[src/rtl/associate_arbiter_pkg.sv]
// Shared definitions for the associate_arbiter slice: FSM state encoding,
// channel widths and an index-width helper.
package associate_arbiter_pkg;

  localparam int STATE_W = 3;
  typedef logic [STATE_W-1:0] state_t;

  localparam state_t IDLE = 3'd0;
  localparam state_t ARG  = 3'd1;
  localparam state_t RES  = 3'd2;
  localparam state_t ERR  = 3'd3;
  localparam state_t FBK  = 3'd4;

  localparam int ARG_W = 8;
  localparam int DAT_W = 16;

  // Width of an index into an n-entry vector, never less than one bit.
  function automatic int idx_w(input int n);
    return (n > 1) ? $clog2(n) : 1;
  endfunction

endpackage

[src/rtl/associate_arbiter_if.sv]
// Handshake bundle between the requesters, the arbiter and the shared
// associate unit. master = arbiter view, slave = requesters + unit view.
interface associate_arbiter_if
  import associate_arbiter_pkg::*;
#(
  parameter int REQN = 2,
  parameter int ARGN = 2
) ();

  logic [REQN-1:0]             req_arg_stb;
  logic [ARG_W*ARGN*REQN-1:0]  req_arg_dat;
  logic [REQN-1:0]             req_trn;
  logic [REQN-1:0]             req_arg_rdy;
  logic [REQN-1:0]             req_res_stb;
  logic [DAT_W-1:0]            req_res_dat;
  logic [REQN-1:0]             req_res_rdy;
  logic [REQN-1:0]             req_err_stb;
  logic [DAT_W*REQN-1:0]       req_err_dat;
  logic [REQN-1:0]             req_err_rdy;
  logic [REQN-1:0]             req_fbk_stb;
  logic [DAT_W*ARGN-1:0]       req_fbk_dat;
  logic [REQN-1:0]             req_fbk_rdy;
  logic [REQN-1:0]             gnt;

  logic                        arg_stb;
  logic [ARG_W*ARGN-1:0]       arg_dat;
  logic                        arg_rdy;
  logic                        en;
  logic                        res_stb;
  logic [DAT_W-1:0]            res_dat;
  logic                        res_rdy;
  logic                        err_stb;
  logic [DAT_W-1:0]            err_dat;
  logic                        err_rdy;
  logic                        fbk_stb;
  logic [DAT_W*ARGN-1:0]       fbk_dat;
  logic                        fbk_rdy;

  modport master (
    input  req_arg_stb, req_arg_dat, req_trn, req_res_rdy,
    input  req_err_stb, req_err_dat, req_fbk_rdy,
    output req_arg_rdy, req_res_stb, req_res_dat, req_err_rdy,
    output req_fbk_stb, req_fbk_dat, gnt,
    output arg_stb, arg_dat, en, res_rdy, err_stb, err_dat, fbk_rdy,
    input  arg_rdy, res_stb, res_dat, err_rdy, fbk_stb, fbk_dat
  );

  modport slave (
    output req_arg_stb, req_arg_dat, req_trn, req_res_rdy,
    output req_err_stb, req_err_dat, req_fbk_rdy,
    input  req_arg_rdy, req_res_stb, req_res_dat, req_err_rdy,
    input  req_fbk_stb, req_fbk_dat, gnt,
    input  arg_stb, arg_dat, en, res_rdy, err_stb, err_dat, fbk_rdy,
    output arg_rdy, res_stb, res_dat, err_rdy, fbk_stb, fbk_dat
  );

endinterface

[src/rtl/associate_arbiter_rr_pick.sv]
// Combinational one-hot pick: first requesting index at or after start,
// wrapping to the lowest requesting index when none lies above start.
module rr_pick
  import associate_arbiter_pkg::*;
#(
  parameter  int N  = 2,
  localparam int IW = idx_w(N)
) (
  input  logic [N-1:0]  req,
  input  logic [IW-1:0] start,
  output logic [N-1:0]  pick,
  output logic [IW-1:0] idx,
  output logic          any
);

  logic [N-1:0] mask;
  logic [N-1:0] masked;
  logic [N-1:0] src;

  for (genvar gi = 0; gi < N; gi++) begin : g_mask
    assign mask[gi] = (IW'(gi) >= start);
  end

  assign masked = req & mask;
  assign src    = (|masked) ? masked : req;
  // Two's-complement trick isolates the lowest set bit.
  assign pick   = src & (~src + N'(1));
  assign any    = |req;

  always_comb begin
    idx = '0;
    for (int k = 0; k < N; k++) begin
      if (pick[k]) idx = IW'(k);
    end
  end

endmodule

[src/rtl/associate_arbiter.sv]
// Round-robin scheduler sharing one associate unit among REQN requesters.
// Define ASSOC_ARB_FIXED_PRIO_EN for fixed lowest-index-wins priority.
module associate_arbiter
  import associate_arbiter_pkg::*;
#(
  parameter int REQN = 2,
  parameter int ARGN = 2
) (
  input logic          clk,
  input logic          rst_n,
  associate_arbiter_if.master bus
);

  localparam int IW = idx_w(REQN);
  localparam int AW = ARG_W * ARGN;

  state_t          state_reg, state_next;
  logic [REQN-1:0] gnt_reg;
  logic [IW-1:0]   gidx_reg;
  logic            trn_reg;

  logic [REQN-1:0] pick;
  logic [IW-1:0]   pick_idx;
  logic            pick_any;
  logic [IW-1:0]   start;

  logic arg_ack, res_ack, err_ack, fbk_ack;

`ifdef ASSOC_ARB_FIXED_PRIO_EN
  assign start = '0;
`else
  logic [IW-1:0] last_reg;

  assign start = (last_reg == IW'(REQN-1)) ? '0 : last_reg + IW'(1);

  always_ff @(posedge clk or negedge rst_n) begin
    if (!rst_n) begin
      last_reg <= IW'(REQN-1);
    end else if (state_reg == IDLE && pick_any) begin
      last_reg <= pick_idx;
    end
  end
`endif

  rr_pick #(.N(REQN)) u_pick (
    .req   (bus.req_arg_stb),
    .start (start),
    .pick  (pick),
    .idx   (pick_idx),
    .any   (pick_any)
  );

  assign arg_ack = bus.arg_stb & bus.arg_rdy;
  assign res_ack = bus.res_stb & bus.res_rdy;
  assign err_ack = bus.err_stb & bus.err_rdy;
  assign fbk_ack = bus.fbk_stb & bus.fbk_rdy;

  always_ff @(posedge clk or negedge rst_n) begin
    if (!rst_n) begin
      state_reg <= IDLE;
      gnt_reg   <= '0;
      gidx_reg  <= '0;
      trn_reg   <= 1'b0;
    end else begin
      state_reg <= state_next;
      if (state_reg == IDLE && pick_any) begin
        gnt_reg  <= pick;
        gidx_reg <= pick_idx;
        trn_reg  <= |(bus.req_trn & pick);
      end else if (state_reg != IDLE && state_next == IDLE) begin
        // Clearing here keeps gnt and en at zero throughout IDLE.
        gnt_reg <= '0;
        trn_reg <= 1'b0;
      end
    end
  end

  always_comb begin
    state_next = state_reg;
    case (state_reg)
      IDLE: if (pick_any) state_next = ARG;
      ARG:  if (arg_ack)  state_next = RES;
      RES:  if (res_ack)  state_next = trn_reg ? ERR : IDLE;
      ERR:  if (err_ack)  state_next = FBK;
      FBK:  if (fbk_ack)  state_next = IDLE;
      default:            state_next = IDLE;
    endcase
  end

  always_comb begin
    bus.gnt         = gnt_reg;
    bus.en          = trn_reg;
    bus.arg_stb     = 1'b0;
    bus.req_arg_rdy = '0;
    bus.req_res_stb = '0;
    bus.res_rdy     = 1'b0;
    bus.err_stb     = 1'b0;
    bus.req_err_rdy = '0;
    bus.req_fbk_stb = '0;
    bus.fbk_rdy     = 1'b0;
    // Data paths are pure muxes; their value only matters while the stb is up.
    bus.arg_dat     = bus.req_arg_dat[gidx_reg*AW +: AW];
    bus.err_dat     = bus.req_err_dat[gidx_reg*DAT_W +: DAT_W];
    bus.req_res_dat = bus.res_dat;
    bus.req_fbk_dat = bus.fbk_dat;
    case (state_reg)
      ARG: begin
        bus.arg_stb     = |(bus.req_arg_stb & gnt_reg);
        bus.req_arg_rdy = gnt_reg & {REQN{bus.arg_rdy}};
      end
      RES: begin
        bus.req_res_stb = gnt_reg & {REQN{bus.res_stb}};
        bus.res_rdy     = |(bus.req_res_rdy & gnt_reg);
      end
      ERR: begin
        bus.err_stb     = |(bus.req_err_stb & gnt_reg);
        bus.req_err_rdy = gnt_reg & {REQN{bus.err_rdy}};
      end
      FBK: begin
        bus.req_fbk_stb = gnt_reg & {REQN{bus.fbk_stb}};
        bus.fbk_rdy     = |(bus.req_fbk_rdy & gnt_reg);
      end
      default: ;
    endcase
  end

endmodule

[src/flat_wrapper.sv]
// flat-port wrapper written by rule: the top's interface ports become plain ports
module associate_arbiter_flat import associate_arbiter_pkg::*;
#(
  parameter int REQN = 2,
  parameter int ARGN = 2
)
  (clk, rst_n, bus_req_arg_stb, bus_req_arg_dat, bus_req_trn, bus_req_res_rdy, bus_req_err_stb, bus_req_err_dat, bus_req_fbk_rdy, bus_req_arg_rdy, bus_req_res_stb, bus_req_res_dat, bus_req_err_rdy, bus_req_fbk_stb, bus_req_fbk_dat, bus_gnt, bus_arg_stb, bus_arg_dat, bus_en, bus_res_rdy, bus_err_stb, bus_err_dat, bus_fbk_rdy, bus_arg_rdy, bus_res_stb, bus_res_dat, bus_err_rdy, bus_fbk_stb, bus_fbk_dat);
  associate_arbiter_if #(.REQN(REQN), .ARGN(ARGN)) bus_i ();
  input logic clk;
  input logic rst_n;
  input wire logic [$bits(bus_i.req_arg_stb)-1:0] bus_req_arg_stb;
  input wire logic [$bits(bus_i.req_arg_dat)-1:0] bus_req_arg_dat;
  input wire logic [$bits(bus_i.req_trn)-1:0] bus_req_trn;
  input wire logic [$bits(bus_i.req_res_rdy)-1:0] bus_req_res_rdy;
  input wire logic [$bits(bus_i.req_err_stb)-1:0] bus_req_err_stb;
  input wire logic [$bits(bus_i.req_err_dat)-1:0] bus_req_err_dat;
  input wire logic [$bits(bus_i.req_fbk_rdy)-1:0] bus_req_fbk_rdy;
  output wire logic [$bits(bus_i.req_arg_rdy)-1:0] bus_req_arg_rdy;
  output wire logic [$bits(bus_i.req_res_stb)-1:0] bus_req_res_stb;
  output wire logic [$bits(bus_i.req_res_dat)-1:0] bus_req_res_dat;
  output wire logic [$bits(bus_i.req_err_rdy)-1:0] bus_req_err_rdy;
  output wire logic [$bits(bus_i.req_fbk_stb)-1:0] bus_req_fbk_stb;
  output wire logic [$bits(bus_i.req_fbk_dat)-1:0] bus_req_fbk_dat;
  output wire logic [$bits(bus_i.gnt)-1:0] bus_gnt;
  output wire logic [$bits(bus_i.arg_stb)-1:0] bus_arg_stb;
  output wire logic [$bits(bus_i.arg_dat)-1:0] bus_arg_dat;
  output wire logic [$bits(bus_i.en)-1:0] bus_en;
  output wire logic [$bits(bus_i.res_rdy)-1:0] bus_res_rdy;
  output wire logic [$bits(bus_i.err_stb)-1:0] bus_err_stb;
  output wire logic [$bits(bus_i.err_dat)-1:0] bus_err_dat;
  output wire logic [$bits(bus_i.fbk_rdy)-1:0] bus_fbk_rdy;
  input wire logic [$bits(bus_i.arg_rdy)-1:0] bus_arg_rdy;
  input wire logic [$bits(bus_i.res_stb)-1:0] bus_res_stb;
  input wire logic [$bits(bus_i.res_dat)-1:0] bus_res_dat;
  input wire logic [$bits(bus_i.err_rdy)-1:0] bus_err_rdy;
  input wire logic [$bits(bus_i.fbk_stb)-1:0] bus_fbk_stb;
  input wire logic [$bits(bus_i.fbk_dat)-1:0] bus_fbk_dat;
  assign bus_i.req_arg_stb = bus_req_arg_stb;
  assign bus_i.req_arg_dat = bus_req_arg_dat;
  assign bus_i.req_trn = bus_req_trn;
  assign bus_i.req_res_rdy = bus_req_res_rdy;
  assign bus_i.req_err_stb = bus_req_err_stb;
  assign bus_i.req_err_dat = bus_req_err_dat;
  assign bus_i.req_fbk_rdy = bus_req_fbk_rdy;
  assign bus_req_arg_rdy = bus_i.req_arg_rdy;
  assign bus_req_res_stb = bus_i.req_res_stb;
  assign bus_req_res_dat = bus_i.req_res_dat;
  assign bus_req_err_rdy = bus_i.req_err_rdy;
  assign bus_req_fbk_stb = bus_i.req_fbk_stb;
  assign bus_req_fbk_dat = bus_i.req_fbk_dat;
  assign bus_gnt = bus_i.gnt;
  assign bus_arg_stb = bus_i.arg_stb;
  assign bus_arg_dat = bus_i.arg_dat;
  assign bus_en = bus_i.en;
  assign bus_res_rdy = bus_i.res_rdy;
  assign bus_err_stb = bus_i.err_stb;
  assign bus_err_dat = bus_i.err_dat;
  assign bus_fbk_rdy = bus_i.fbk_rdy;
  assign bus_i.arg_rdy = bus_arg_rdy;
  assign bus_i.res_stb = bus_res_stb;
  assign bus_i.res_dat = bus_res_dat;
  assign bus_i.err_rdy = bus_err_rdy;
  assign bus_i.fbk_stb = bus_fbk_stb;
  assign bus_i.fbk_dat = bus_fbk_dat;
  associate_arbiter #(.REQN(REQN), .ARGN(ARGN)) u_core (.clk(clk), .rst_n(rst_n), .bus(bus_i));
endmodule
[config.mk]
export PLATFORM = sky130hd
export DESIGN_NAME = associate_arbiter_flat
export DESIGN_NICKNAME = d
export VERILOG_FILES = /design/src/rtl/associate_arbiter_pkg.sv /design/src/rtl/associate_arbiter_if.sv /design/src/rtl/associate_arbiter_rr_pick.sv /design/src/rtl/associate_arbiter.sv /design/src/flat_wrapper.sv
export SDC_FILE = /design/constraint.sdc
export NUM_CORES = 1
export LEC_CHECK = 0
export ABC_AREA = 1
export CAP_MARGIN = 20
export CORE_MARGIN = 5
export CORE_UTILIZATION = 22
export CTS_CLUSTER_DIAMETER = 40
export DETAILED_ROUTE_END_ITERATION = 10
export PLACE_DENSITY = 0.82
export SLEW_MARGIN = 20
export SYNTH_ARGS = -nofsm -noshare
export SYNTH_HDL_FRONTEND = slang
export SYNTH_SLANG_ARGS = --single-unit
export TNS_END_PERCENT = 20
[constraint.sdc]
create_clock -name clk -period 1.6 [get_ports clk]
set_clock_uncertainty 0.15 [all_clocks]
set_input_delay 0.32 -clock clk [delete_from_list [all_inputs] [get_ports clk]]
set_output_delay 0.32 -clock clk [all_outputs]
set_load 0.05 [all_outputs]
Yosys cells after proc, flatten, opt, wreduce, memory -nomap -nowiden
Index checks and enable logic that the tools add are counted.
{"block": "op_classes", "n_eq_ne": 4, "order_cmp": 2, "shift": 2, "n_addsub": 2, "muxes": 22, "bitwise_logic": 16, "reduce_logical": 13}
{"op": "32-bit by 6-bit indexed part select with 16-bit output", "n": 2}
{"op": "2-bit AND", "n": 11}
{"op": "2-bit two-way mux", "n": 8}
{"op": "3-bit two-way mux", "n": 5}
{"op": "3-bit one-hot mux with 5 select lines", "n": 1}
{"op": "2-bit OR reduction", "n": 7}
{"op": "1-bit two-way mux", "n": 8}
{"op": "3-bit by 2-bit == test with 1-bit output (second input constant)", "n": 2}
{"op": "3-bit zero test", "n": 2}
{"op": "1-bit AND", "n": 4}
{"op": "3-bit by 1-bit == test with 1-bit output (second input constant)", "n": 1}
{"op": "3-bit == test (second input constant)", "n": 1}
{"op": "3-bit nonzero test", "n": 1}
{"op": "2-bit by 1-bit adder with 2-bit output (second input constant)", "n": 1}
{"op": "1-bit >= comparator (first input constant)", "n": 2}
{"op": "1-bit logical AND", "n": 2}
{"op": "2-bit inverter", "n": 1}
{"op": "2-bit nonzero test", "n": 1}
{"op": "1-bit adder (second input constant)", "n": 1}
{"block": "word_totals", "in_bits": 128, "ff_bits": 8, "wordCells": 66}

Logic depth before layout (Yosys ltp)
{"block": "logic_depth", "ltp_word": 12, "depth_mapped": 9, "ltp_nobuf": 9}

By module
A second synthesis with hierarchy kept.
{"block": "hier_totals", "hier_cells": 249, "hier_area_um2": 1370.1}
{"module": "associate_arbiter", "cells_per_inst": 242, "area_per_inst_um2": 1337.5, "seq_area_each_um2": 201.4, "n_inst": 1}
{"module": "rr_pick", "cells_per_inst": 7, "area_per_inst_um2": 32.5, "seq_area_each_um2": 0.0, "n_inst": 1}

Worst setup path before layout
Ideal clock, no wire load.
{"block": "synth_timing", "path_kind": "register -> output", "from": "register u_core.gnt_reg[0] (netlist: u_core.bus.gnt[0])", "to": "output bus_req_arg_rdy[0]", "stages_incl_launch_ff": 3, "t_required_ns": 1.130, "setup_slack_ns": -0.841, "path_buffers": 0, "t_arrival_ns": 1.971, "path_cell_list": "dfrtp_1 -> inv_1 -> nor3_1"}
{"block": "synth_via", "elab_chain_len": 2}
{"item": "from (decl)", "line_no": "associate_arbiter.sv:18", "source": "logic [REQN-1:0] gnt_reg;"}
{"item": "from (signal assigned)", "line_no": "associate_arbiter.sv:67", "source": "gnt_reg <= pick;"}
{"item": "2-bit AND", "line_no": "associate_arbiter.sv:109", "source": "bus.req_arg_rdy = gnt_reg & {REQN{bus.arg_rdy}};"}
{"item": "2-bit two-way mux", "line_no": "associate_arbiter.sv:106", "source": "case (state_reg)"}
{"item": "to (decl)", "line_no": "flat_wrapper.sv:18", "source": "output wire logic [$bits(bus_i.req_arg_rdy)-1:0] bus_req_arg_rdy;"}
No other way between the ends.

Final worst setup path
{"block": "layout_timing", "from": "register u_core.gnt_reg[1] (netlist: u_core.bus.gnt[1])", "to": "output bus_req_res_stb[1]"}
{"block": "layout_via", "elab_chain_len": 2}
{"item": "2-bit AND", "line_no": "associate_arbiter.sv:112", "source": "bus.req_res_stb = gnt_reg & {REQN{bus.res_stb}};"}
{"item": "2-bit two-way mux", "line_no": "associate_arbiter.sv:106"}
{"item": "to (decl)", "line_no": "flat_wrapper.sv:19", "source": "output wire logic [$bits(bus_i.req_res_stb)-1:0] bus_req_res_stb;"}
No other way between the ends.

==> flow_summary.ini <==
[clock_tree]
cts_hold_buf = 0
htree_num_levels = 1
cts_num_sinks = 8
cts.path.max_buffers = 2
clock_tree.root_cell = clkbuf_8
clkTransAtPathRegs_ns = 0.04
cts_tree = yes
cts_buffers = 3
clk_latency_ns = 0.23

[worst_setup_path]
path_cells = inv_1 > nor3_4 > buf_12
criticalPathCategory = reg2out
slowest_delay_ns = 0.46
critPathRequiredTime_ns = 1.13
cp-end-kind = output port
worstPathArrival_ns = 1.32
cp_max_fo = 7
slowest_stage = dfrtp_2
setup.worst_path.start_class = flop

[synthesis]
avgSynthCellArea_um2 = 5.45
yosysWarningCount = 0
seq_area_frac_synth_pct = 15.0
yosys_register_bits = 8
netlist_top_cells_area = nand2_1, buf_4, dfrtp_1
synth_top_cell_by_area = nand2_1
yosys.area.top_type_share_pct = 35.3
netlist_instances = 246
syn-num-nets = 374
syn_area_mm2 = 0.00134
ys_types = 18

[routing]
ant_nets = 0
first_pass_iters = 4
num_vias = 1787
vias_per_cell = 4.31
wl_um = 5570
wire_per_inst_um = 13.4
initialDrtViolationCount = 60
drc = 0

[power]
clkPwrFrac_pct = 24.7
p_sw_share_pct = 33.3
switchingPower_mw = 0.342
p_leak_nw = 1.45
power.total_mw = 1.03
combPwrFrac_pct = 55.5
seq_power_share_pct = 19.8
power.internal_mw = 0.684
ir_drop_v = 0.000181
power_density_mw_per_mm2 = 334

[hold_path]
min_path_type = in2async

[floorplan]
initial_core_util_pct = 22.6
core_mm2 = 0.00592
pin_count = 223
die_w_um = 88.0
dieArea_mm2 = 0.00775
row_count = 28
die-height_um = 88.0

[global_routing]
first_global_vias = 1867
use_met2_pct = 25.4
busiest_layer = met2
globalRouteMet1Util_pct = 12.2
grt_pass1_wl_um = 8240
grt_max_degree = 25
met3_usage_pct = 7.62
grt_usage_pct = 13.4
gr-total-overflow = 0
antenna_found_initial = 0

[run_status]
violations = setup timing
status = complete, but fails checks

[layout]
n_antenna_cell = 0
final_cells = 415
multi_input_area_um2 = 901
final_cell_mix = nand2_1, clkdlybuf4s50_1, nand2_2
largest_reg_flops = 3
drive_above_1_share_pct = 39.1
layout.cells.most_common = nand2_1
ff_latch_area_um2 = 205
final_core_util_pct = 51.8
fill_cells = 522
nets = 469
synthToLayoutAreaGrowth_pct = 129

[place]
dpl.cell_count = 406
place_ws_ns = -0.258
place.gp.congestion = 0.792
place.detailed.hpwl_um = 4550
port-buffer-count = 126

[run]
maxCapViolCount = 0

[sta]
slew_violations = 0
tightest_slew_ns = 0.399
setup_viol = 47
final.setup.tns_ns = -4.19
maxSlewHeadroom_pct = 73.3
period_share_pct = 112
max_freq_ghz = 0.560
final_hold_viol_count = 0
fin_crit_ns = 1.79
setup_slack_ns = -0.186
grt_setup_unrepaired = yes
## power by group through the flow
| stage | combinational, mW | clock (mW) | sequential, mW |
|---|---|---|---|
| after global placement | 0.494 | 0 | 0.206 |
| after detailed placement | 0.497 | 0 | 0.206 |
| final | 0.569 | 0.254 | 0.203 |
| after global routing | 0.598 | 0.279 | 0.203 |
| after floorplan | 0.539 | 0 | 0.206 |
| after CTS | 0.572 | 0.264 | 0.203 |
## per-layer routing
layer	vias to the layer above	routed length [µm]
met3	2	831
li1	884	-
met5	-	0
met2	109	2920
met4	0	25
met1	792	1800
## metrics by stage
stage               hold slack, ns  instance area (µm²)
floorplan                   -0.126                 1530
global placement             0.343                 2680
detailed placement           0.353                 2680
CTS                          0.242                 3030
global route                 0.261                 3070
finish                       0.239                 3070
## synthesized netlist by cell type (all sizes together)
library cell	instances
nand2	126
dfstp	1
clkbuf	7
a21o	1
a31oi	1
nand4	1
a21boi	2
o21ai	3
buf	48
dfrtp	7
nor2	8
a21oi	5
nand3	7
inv	20
nor3	9
## cells by family (layout without fill, tap and decap cells)
kind of cell           Yosys count  count (layout)  synth area share [%]
and+or+nand+nor                151             151                  45.1
buffers and inverters           75             169                  34.5
AOI/OAI and AO/OA               12              12                  5.42
DFF                              8               8                  15.0
## layout make-up
cell class / count / area share, %
clock buffers: 4 / 1.47
inverters: 20 / 2.57
multi-input cells: 163 / 29.4
flip-flops and latches: 8 / 6.69
well taps: 75 / 3.06
repair buffers: 145 / 56.8
## worst max-delay path: cells and delay by family (launching register included)
kind                   cells  cell delay [ns]
buffers and inverters      2             0.38
DFF                        1             0.46
and+or+nand+nor            1             0.25
## worst paths after layout
check	from	endpoint	slack, ns	cells after the start
setup / recovery	u_core.bus.gnt[1]	bus_req_res_stb[1]	-0.19	3
hold / removal	rst_n	u_core.state_reg[1]	0.24	1
setup reg to reg	u_core.state_reg[2]	u_core.bus.gnt[1]	-0.03	10
hold reg to reg	u_core.last_reg	u_core.last_reg	0.37	2
max in group asynchronous	rst_n	u_core.last_reg	0.74	1
min in group clk	u_core.last_reg	u_core.last_reg	0.37	2
## repair_timing
action | 4_1_cts | 5_1_grt
resized for setup | 79 | 9
buffers inserted | 4 | 1
endpoints found under the setup margin | 47 | 49
pin swaps | 1 | 5
endpoints found under the hold margin | 0 | 0
cloned | 0 | 0
Note: power is estimated with default switching activity, not from simulation.
